$ cat config.mk
export PLATFORM = sky130hd
export DESIGN_NAME = fp_div
export DESIGN_NICKNAME = d
export VERILOG_FILES = /design/src/rtl/data_type_pkg.sv /design/src/rtl/fp_div_frac_div.sv /design/src/rtl/fp_div.sv
export SDC_FILE = /design/constraint.sdc
export NUM_CORES = 1
export LEC_CHECK = 0
export CAP_MARGIN = 30
export CORE_MARGIN = 2
export CORE_UTILIZATION = 50
export CTS_BUF_LIST = sky130_fd_sc_hd__clkbuf_16
export DETAILED_ROUTE_END_ITERATION = 8
export GPL_TIMING_DRIVEN = 1
export PLACE_DENSITY = 0.77
export SETUP_SLACK_MARGIN = 0.3
export SLEW_MARGIN = 20
export SYNTH_ARGS = -nofsm -noshare
export SYNTH_HDL_FRONTEND = slang
export SYNTH_SLANG_ARGS = --single-unit
$ cat constraint.sdc
create_clock -name clk -period 2.9 [get_ports clk]
set_input_delay 0.58 -clock clk [delete_from_list [all_inputs] [get_ports clk]]
set_output_delay 0.58 -clock clk [all_outputs]
set_load 0.02 [all_outputs]
$ cat src/rtl/data_type_pkg.sv
// Shared bfloat16 field widths, divider constants and FSM state encoding.
package data_type_pkg;

  localparam int EXP_W    = 8;
  localparam int FRAC_W   = 7;
  localparam int BIAS     = 127;
  localparam int DIV_ITER = 9;

  localparam logic [EXP_W-1:0]  EXP_MAX   = 8'hFF;
  localparam logic [FRAC_W-1:0] QNAN_FRAC = 7'h40;

  typedef enum logic [1:0] {
    IDLE = 2'd0,
    CALC = 2'd1,
    DONE = 2'd2
  } state_t;

endpackage

$ cat src/rtl/fp_div_frac_div.sv
// Iterative restoring mantissa divider: one quotient bit per cycle.
// The first iteration (bit 8) is taken on the start edge itself using the
// incoming operands, so all DIV_ITER bits are known DIV_ITER-1 edges later,
// when o_done pulses for one cycle.
module frac_div
  import data_type_pkg::*;
(
  input  logic                clk,
  input  logic                rst_n,
  input  logic                i_start,
  input  logic [FRAC_W:0]     i_dividend,
  input  logic [FRAC_W:0]     i_divisor,
  output logic [DIV_ITER-1:0] o_q,
  output logic                o_done
);

  logic [9:0]          r_rem;
  logic [FRAC_W:0]     r_div;
  logic [DIV_ITER-1:0] r_q;
  logic [3:0]          r_cnt;
  logic                r_busy;
  logic                r_done;

  logic [9:0]      w_rem_in;
  logic [FRAC_W:0] w_div_in;
  logic            w_ge;
  logic [9:0]      w_rem_next;

  // One restoring step on either the fresh operands or the running remainder.
  always_comb begin
    w_rem_in   = i_start ? {2'b00, i_dividend} : r_rem;
    w_div_in   = i_start ? i_divisor : r_div;
    w_ge       = (w_rem_in >= {2'b00, w_div_in});
    w_rem_next = (w_ge ? (w_rem_in - {2'b00, w_div_in}) : w_rem_in) << 1;
  end

  // Iteration counter, remainder and quotient shift register.
  always_ff @(posedge clk or negedge rst_n) begin
    if (!rst_n) begin
      r_rem  <= '0;
      r_div  <= '0;
      r_q    <= '0;
      r_cnt  <= '0;
      r_busy <= 1'b0;
      r_done <= 1'b0;
    end else begin
      r_done <= 1'b0;
      if (i_start) begin
        r_rem  <= w_rem_next;
        r_div  <= i_divisor;
        r_q    <= {{(DIV_ITER-1){1'b0}}, w_ge};
        r_cnt  <= 4'(DIV_ITER - 2);
        r_busy <= 1'b1;
      end else if (r_busy) begin
        r_rem <= w_rem_next;
        r_q   <= {r_q[DIV_ITER-2:0], w_ge};
        if (r_cnt == 4'd0) begin
          r_busy <= 1'b0;
          r_done <= 1'b1;
        end else begin
          r_cnt <= r_cnt - 4'd1;
        end
      end
    end
  end

  assign o_q    = r_q;
  assign o_done = r_done;

endmodule

$ cat src/rtl/fp_div.sv
// bfloat16 divider: FSM, special-operand handling, exponent arithmetic and
// registered result. Handshake: a transfer happens at a clock edge where
// valid && ready are both high; in_ready is high only in IDLE, and the
// result is held stable while out_valid is high until out_ready is seen.
module fp_div
  import data_type_pkg::*;
(
  input  logic              clk,
  input  logic              rst_n,
  input  logic              in_valid,
  output logic              in_ready,
  input  logic              op1_sign,
  input  logic [EXP_W-1:0]  op1_exp,
  input  logic [FRAC_W-1:0] op1_frac,
  input  logic              op2_sign,
  input  logic [EXP_W-1:0]  op2_exp,
  input  logic [FRAC_W-1:0] op2_frac,
  output logic              out_valid,
  input  logic              out_ready,
  output logic              op3_sign,
  output logic [EXP_W-1:0]  op3_exp,
  output logic [FRAC_W-1:0] op3_frac,
  output logic              overflow,
  output logic              underflow,
  output logic              div_by_zero,
  output logic [1:0]        dbg_state
);

  state_t              r_state;
  logic                r_in_ready;
  logic                r_out_valid;
  logic                r_sign;
  logic [EXP_W-1:0]    r_exp;
  logic [FRAC_W-1:0]   r_frac;
  logic                r_ovf;
  logic                r_unf;
  logic                r_dbz;
  logic signed [9:0]   r_e_base;

  logic                w_accept;
  logic                w_nan;
  logic                w_op2_zero;
  logic                w_op1_zero;
  logic                w_start;
  logic signed [9:0]   w_e_base;
  logic signed [9:0]   w_e;
  logic [DIV_ITER-1:0] w_q;
  logic                w_done;
  logic [FRAC_W-1:0]   w_frac_norm;

  // Operand classification and exponent arithmetic; exp==0 means zero.
  always_comb begin
    w_accept    = in_valid && r_in_ready;
    w_nan       = (op1_exp == EXP_MAX) || (op2_exp == EXP_MAX);
    w_op2_zero  = (op2_exp == '0);
    w_op1_zero  = (op1_exp == '0);
    w_start     = w_accept && !w_nan && !w_op2_zero && !w_op1_zero;
    w_e_base    = $signed({2'b00, op1_exp}) - $signed({2'b00, op2_exp}) + 10'sd127;
    w_e         = r_e_base - $signed({9'b0, ~w_q[8]});
    w_frac_norm = w_q[8] ? w_q[7:1] : w_q[6:0];
  end

  frac_div u_frac_div (
    .clk        (clk),
    .rst_n      (rst_n),
    .i_start    (w_start),
    .i_dividend ({1'b1, op1_frac}),
    .i_divisor  ({1'b1, op2_frac}),
    .o_q        (w_q),
    .o_done     (w_done)
  );

  // Control FSM with registered handshake, result and flag outputs.
  always_ff @(posedge clk or negedge rst_n) begin
    if (!rst_n) begin
      r_state     <= IDLE;
      r_in_ready  <= 1'b1;
      r_out_valid <= 1'b0;
      r_sign      <= 1'b0;
      r_exp       <= '0;
      r_frac      <= '0;
      r_ovf       <= 1'b0;
      r_unf       <= 1'b0;
      r_dbz       <= 1'b0;
      r_e_base    <= '0;
    end else begin
      case (r_state)
        IDLE: begin
          if (w_accept) begin
            r_in_ready <= 1'b0;
            r_sign     <= op1_sign ^ op2_sign;
            r_ovf      <= 1'b0;
            r_unf      <= 1'b0;
            r_dbz      <= 1'b0;
            if (w_nan) begin
              r_exp       <= EXP_MAX;
              r_frac      <= QNAN_FRAC;
              r_out_valid <= 1'b1;
              r_state     <= DONE;
            end else if (w_op2_zero) begin
              r_exp       <= EXP_MAX;
              r_frac      <= '0;
              r_dbz       <= 1'b1;
              r_out_valid <= 1'b1;
              r_state     <= DONE;
            end else if (w_op1_zero) begin
              r_exp       <= '0;
              r_frac      <= '0;
              r_out_valid <= 1'b1;
              r_state     <= DONE;
            end else begin
              r_e_base <= w_e_base;
              r_state  <= CALC;
            end
          end
        end
        CALC: begin
          if (w_done) begin
            if (w_e >= 10'sd255) begin
              r_exp <= EXP_MAX;
              r_frac <= '0;
              r_ovf <= 1'b1;
            end else if (w_e <= 10'sd0) begin
              r_exp <= '0;
              r_frac <= '0;
              r_unf <= 1'b1;
            end else begin
              r_exp  <= w_e[7:0];
              r_frac <= w_frac_norm;
            end
            r_out_valid <= 1'b1;
            r_state     <= DONE;
          end
        end
        DONE: begin
          if (out_ready) begin
            r_out_valid <= 1'b0;
            r_in_ready  <= 1'b1;
            r_state     <= IDLE;
          end
        end
        default: begin
          r_out_valid <= 1'b0;
          r_in_ready  <= 1'b1;
          r_state     <= IDLE;
        end
      endcase
    end
  end

  assign in_ready    = r_in_ready;
  assign out_valid   = r_out_valid;
  assign op3_sign    = r_sign;
  assign op3_exp     = r_exp;
  assign op3_frac    = r_frac;
  assign overflow    = r_ovf;
  assign underflow   = r_unf;
  assign div_by_zero = r_dbz;
  assign dbg_state   = r_state;

endmodule

Word level (Yosys, flattened, before mapping). Cells that the tools add are included.

Logic and storage cells: 124. Input port bits: 36. Output and inout bits: 23. Bits in latches: 0. Bits in writable memories: 0. ROM bits: 0. Register bits after elaboration: 66. Memories: 0.

Muxes and demuxes: 59. Equal/unequal tests: 12. Order comparisons: 3. Divide/modulo/power cells: 0. Reductions and logical operators: 23. Shift operators: 0. Add/sub/neg operators: 5. Multipliers: 0. Bitwise logic cells: 6.

Operators by type and width (count): 8-bit 2-to-1 mux (8); 7-bit 2-to-1 mux (8); 10-bit 2-to-1 mux (3); 9-bit 2-to-1 mux (3); 1-bit 2-to-1 mux (21); 8-bit equality test, second input constant (2); 8-bit zero test (2); 8-bit one-hot mux with 2 select lines (1); 7-bit one-hot mux with 2 select lines (1); 2-bit 2-to-1 mux (6); 4-bit 2-to-1 mux (3); 4-bit AND reduction (3); 9-bit by 8-bit adder with 10-bit output, second input constant (1); 10-bit by 8-bit greater-or-equal comparator with 1-bit output (1); 10-bit by 9-bit greater-or-equal comparator with 1-bit output, second input constant (1); 10-bit by 1-bit <= comparator with 1-bit output, second input constant (1); 2-bit inequality test, second input constant (5); 5-bit AND reduction (2); 10-bit by 2-bit subtractor with 10-bit output (1); 8-bit by 8-bit subtractor with 9-bit output (1); 9-bit by 8-bit subtractor with 9-bit output (1); 1-bit one-hot mux with 3 select lines (2); 2-bit one-hot mux with 3 select lines (1); 3-bit AND reduction (2); 15 further kinds (28).

Longest topological paths before layout.
Depth in word-level cells: 11. Mapped depth: 17. Mapped depth without buffers: 15.

Modules after synthesis. From an unflattened synthesis, not the netlist that was laid out.

Cells, all modules: 475. Area, all modules: 4284.1 sq um.

Modules (own cells, without submodules): fp_div (area an instance 2422.3 sq um, cells an instance 291, instances 1); frac_div (area an instance 1861.8 sq um, cells an instance 184, instances 1).

Worst setup path before layout. OpenSTA, ideal clock, no wires.

Path kind: input-to-reg. Start point: in op2_exp[1]. End point: reg u_frac_div.r_rem[3]. Required time: 2779 ps. Stages: 17. Slack: -615 ps. Arrival time: 3394 ps. Buffers on the path: 2. Setup time: 121 ps. Path through: inv_1 > or4_1 > nand3_2 > nor3_2 > buf_6 > clkbuf_1 > nand2_1 > nand2_1 > ha_1 > fa_1 > nor2b_1 > o21ai_0 > a31oi_1 > nor2_1 > o21a_1 > and2_1 > o22a_1.

Cells in the longest elaborated chain, start to end: 11.

Ends and longest elaborated chain: start: declaration (line fp_div.sv:16) `input logic [EXP_W-1:0] op2_exp,`; 8-bit equality test (line fp_div.sv:54) `w_nan = (op1_exp == EXP_MAX) || (op2_exp == EXP_MAX);`; 1-bit logical OR (line fp_div.sv:54); 1-bit zero test (line fp_div.sv:57) `w_start = w_accept && !w_nan && !w_op2_zero && !w_op1_zero;`; 1-bit logical AND (line fp_div.sv:57); 1-bit logical AND (*) (2 in series) (line fp_div.sv:57); 8-bit 2-to-1 mux (*) (line fp_div_frac_div.sv:32) `w_div_in = i_start ? i_divisor : r_div;`; via u_frac_div.w_div_in[0] (line fp_div_frac_div.sv:25) `logic [FRAC_W:0] w_div_in;`; 9-bit by 8-bit subtractor with 9-bit output / 10-bit by 8-bit greater-or-equal comparator with 1-bit output (equally long branches) (line fp_div_frac_div.sv:34, fp_div_frac_div.sv:33); 9-bit 2-to-1 mux (*) (line fp_div_frac_div.sv:34) `w_rem_next = (w_ge ? (w_rem_in - {2'b00, w_div_in}) : w_rem_in) << 1;`; 10-bit 2-to-1 mux (line fp_div_frac_div.sv:54) `end else if (r_busy) begin`; 10-bit 2-to-1 mux (*) (line fp_div_frac_div.sv:48) `if (i_start) begin`; end signal: assignment (line fp_div_frac_div.sv:49) `r_rem <= w_rem_next;`; end signal: assignment (line fp_div_frac_div.sv:55) `r_rem <= w_rem_next;`; end: declaration (line fp_div_frac_div.sv:17) `logic [9:0] r_rem;`.

The timed path passes the listed nets; every way through them passes the cells marked *. The select of a mux whose other input is x is not followed. A chain may end at the register's enable or synchronous reset.

Worst setup path in the final report.
Start point: in op1_exp[4]. End point: reg u_frac_div.r_rem[1].

Cells in the longest elaborated chain, start to end: 11.

Ends and longest elaborated chain: start: declaration (line fp_div.sv:13) `input logic [EXP_W-1:0] op1_exp,`; 8-bit equality test (line fp_div.sv:54); 1-bit logical OR (line fp_div.sv:54); 1-bit zero test (line fp_div.sv:57); 1-bit logical AND (2 in series) (line fp_div.sv:57); 1-bit logical AND (*) (line fp_div.sv:57); 10-bit 2-to-1 mux / 8-bit 2-to-1 mux (equally long branches) (line fp_div_frac_div.sv:31, fp_div_frac_div.sv:32); 9-bit by 8-bit subtractor with 9-bit output / 10-bit by 8-bit greater-or-equal comparator with 1-bit output (equally long branches) (line fp_div_frac_div.sv:34, fp_div_frac_div.sv:33); 9-bit 2-to-1 mux (line fp_div_frac_div.sv:34); 10-bit 2-to-1 mux (line fp_div_frac_div.sv:54); 10-bit 2-to-1 mux (line fp_div_frac_div.sv:48).

Every way passes the cells marked *; elsewhere a longest branch is shown, timed or not. The select of a mux whose other input is x is not followed.

==> run metrics <==
routed length per instance 21.2 µm; top cell type's share of synthesized area 39.2%; largest fanout on the critical path 7; # diodes 0; post-route core utilization 81.5%; final setup fails 13; post-route ant nets 0; Fill cells approximately 420; Final Skew 0.0118 ns; Worst path depth 16; M1 GR Usage 35.6%; Syn Area/Cell 9.39 µm²; die area 8910 µm²; Max Slew Vio Count 0; max_cap viols 0; Post-Syn Nets 493; initial antenna violation count 0; number of synthesized flops with an enable pin 0; Die H 94.4 µm; Area contributors post-synth dfrtp_1, ha_1, mux2i_1; critical path launch point type primary input; Max Clk Rate 300 MHz; M2 GR Usage between 50% and 60%; Crit Path Category primary input to flip-flop; final-report hold violation count 0; Sink Count 65; Tcrit/Tclk final 115%; maximum VDD drop around 0.0008 V; Cell Area, Synth 4090 µm²; First DRT Iteration DRCs 204; CP Buf/Inv Count 3; post-synthesis register bit count 65; unrepaired setup endpoints after global routing yes; Final HPWL DP 7460 µm; clock-pin slew on the worst setup and hold paths around 0.06 ns; CTS tree yes; clock tree buffer depth 2; Placement Setup Slack -1.06 ns; crit path DAT 3.55 ns; num ports 59; Post-synth ARST share 100%; Cells after Synth around 440; Tot Pwr around 7300 µW; Initial Utilization 52.3%; vias in the first global route 4200; CP max stage cell mux2_2; leading area contributor after synthesis dfrtp_1; Area after DPL 5260 µm²; final worst slack -0.437 ns; Clock Latency Late Sink 0.34 ns; clk root buf clkbuf_16; minimum clock period 3.34 ns; status complete, but fails checks; worst-margin pin slew ~0.82 ns; CP max stage delay 0.36 ns; DRT Pass-1 Iters 4; via/cell ratio 6.07; DIE WIDTH 94.4 µm; crit end category flip-flop; sequential area share after synthesis 39.8%; Total Negative Setup Slacks -4.77 ns; most used routing layer met2; GPL Wtd Cong 0.884; Leak Pwr 0.00283 µW; core area 7810 µm²; worst min path class primary input to async pin; number of synthesis warnings 0; Final Cell Area 6360 µm²; Port Buf Inserts slightly below 60; Power Dens Cells around 1200 nW/µm²; via count 4246; violations in the final reports negative setup slack; grt total ovfl 0; Total Wirelength 14800 µm; CP top delay family simple AND/OR/NAND/NOR gates; Slew headroom 45.0%; Layout area overhead 55.7%; top_reg_cell synth dfrtp_1; GR Layer Usage met3 under 10%; Nets 650; WP data required ~3.1 ns; Synth cell types 67; cell chain of the critical path dlygate4sd2_1 > nand4_1 > or2_4 > nand3_4 > nor3_4 > buf_6 > buf_4 > mux2_2 > ha_4 > and2_4 > nand3_2 > a31oi_1 > nor2_2 > o21ai_4 > a2bb2oi_2 > o31ai_4; first-pass GRT wire length 21000 µm; largest net degree at the start of global routing 66; # rows 32; # DRC 0; Worst Reg2Reg Path Length in Cells 13; gr usage total between 30% and 40%; Inserted Clock Buffers 9; H-tree levels 3; fraction of layout cells with a size suffix above 1 36.5%
-- final cells by class --
class	instances	area [µm²]	area share, %
well taps	102	128	2.01
multi-input cells	329	2740	43.1
inverters	26	100	1.57
repair buffers	161	1440	22.6
flip-flops and latches	65	1630	25.6
clock buffers	9	225	3.54
clock inverters	7	103	1.61
-- flip-flops by register name, summed over array words and instances, names as in the netlist, 2 cells and up --
signal            flops
op3_exp               8
dbg_state             2
u_frac_div.r_rem      9
u_frac_div.r_cnt      4
u_frac_div.o_q        9
op3_frac              7
r_e_base             10
u_frac_div.r_div      8
-- kinds of logic after synthesis --
logic type	count (synthesis)	synth area share [%]
compound gates	94	15.5
xor+xnor	29	6.40
fa+ha+maj	22	7.11
buf+inv	41	4.47
flops	65	39.8
mux	29	7.32
simple gates	155	19.4
-- worst register-to-register path: cells and delay by family (launching register included) --
kind                       cells  cell delay [ns]
buffers and inverters          2             0.29
AOI/OAI and AO/OA              4             0.69
muxes                          1             0.36
DFF                            1             0.54
adders and majority gates      1             0.29
and+or+nand+nor                5             0.77
-- cell usage after synthesis (2+ instances only) --
cell       n
nor2b_1    4
inv_1     26
nor3_1     5
xor2_1    14
nor4_1     5
and2_1     5
o22a_1     2
nand3b_1   3
buf_6      2
clkbuf_1   6
o311ai_0   4
buf_2      5
nor2_1    41
and3_1     5
a21o_1     6
dfrtp_1   64
o21a_1     6
nand3_1    8
a31oi_1    6
buf_4      2
ha_1      20
a21boi_0   2
a211oi_1   3
mux2_2     7
or3_1      2
xnor2_1   14
a21oi_1   20
fa_1       2
nand2b_1   7
nand2_1   47
mux2i_1   22
o31ai_1    7
o21ai_0   21
o211ai_1   2
a22o_1     2
nand4_1    6
nor3b_1    2
-- routing by layer --
| metal | vias up | routed length, µm | share of wire (%) |
|---|---|---|---|
| met5 | - | 0 | 0 |
| met4 | 0 | 823 | 5.6 |
| met3 | 79 | 860 | 5.8 |
| met2 | 252 | 7590 | 51 |
| met1 | 2062 | 5530 | 37 |
| li1 | 1853 | - | - |
-- path summary, 6_finish.rpt --
path                       slack (ns)   startpoint             endpoint
hold reg to reg                  0.48  op3_frac[0]          op3_frac[0]
max in group asynchronous        1.92        rst_n         dbg_state[0]
setup / recovery                -0.44   op1_exp[4]  u_frac_div.r_rem[1]
hold / removal                   0.45        rst_n          r_e_base[0]
setup reg to reg                -0.15     in_ready  u_frac_div.r_rem[1]
min in group clk                 0.48  op3_frac[0]          op3_frac[0]
-- repair_timing --
action	CTS	global route
resized for setup	133	32
setup buffers	29	3
pin swaps	42	26
hold buffers	0	0
endpoints found under the setup margin	16	16
-- layout by cell type, fill, tap and decap left out, drive strengths merged, types with 9 or more instances in the layout --
cell type | Yosys | layout
a21oi | 20 | 20
buf | 9 | 111
clkbuf | 6 | 9
clkdlybuf4s50 | 0 | 40
dfrtp | 64 | 64
ha | 20 | 20
inv | 26 | 28
mux2i | 22 | 22
nand2 | 47 | 47
nand3 | 9 | 9
nor2 | 41 | 41
o21ai | 23 | 23
xnor2 | 14 | 14
xor2 | 15 | 15
-- power by group --
group          internal (µW)  leakage [µW]  switching, µW
combinational           2160       0.00192           2230
sequential              1320      0.000759            424
clock                    762      0.000157            445
-- stage by stage --
| stage | std cells | hold slack, ns |
|---|---|---|
| final | 699 | 0.446 |
| after global routing | 699 | 0.500 |
| after CTS | 696 | 0.462 |
| after detailed placement | 651 | 0.467 |
| after global placement | 651 | 0.456 |
| after floorplan | 435 | 0.284 |
Power figures use the tool's default switching activity.
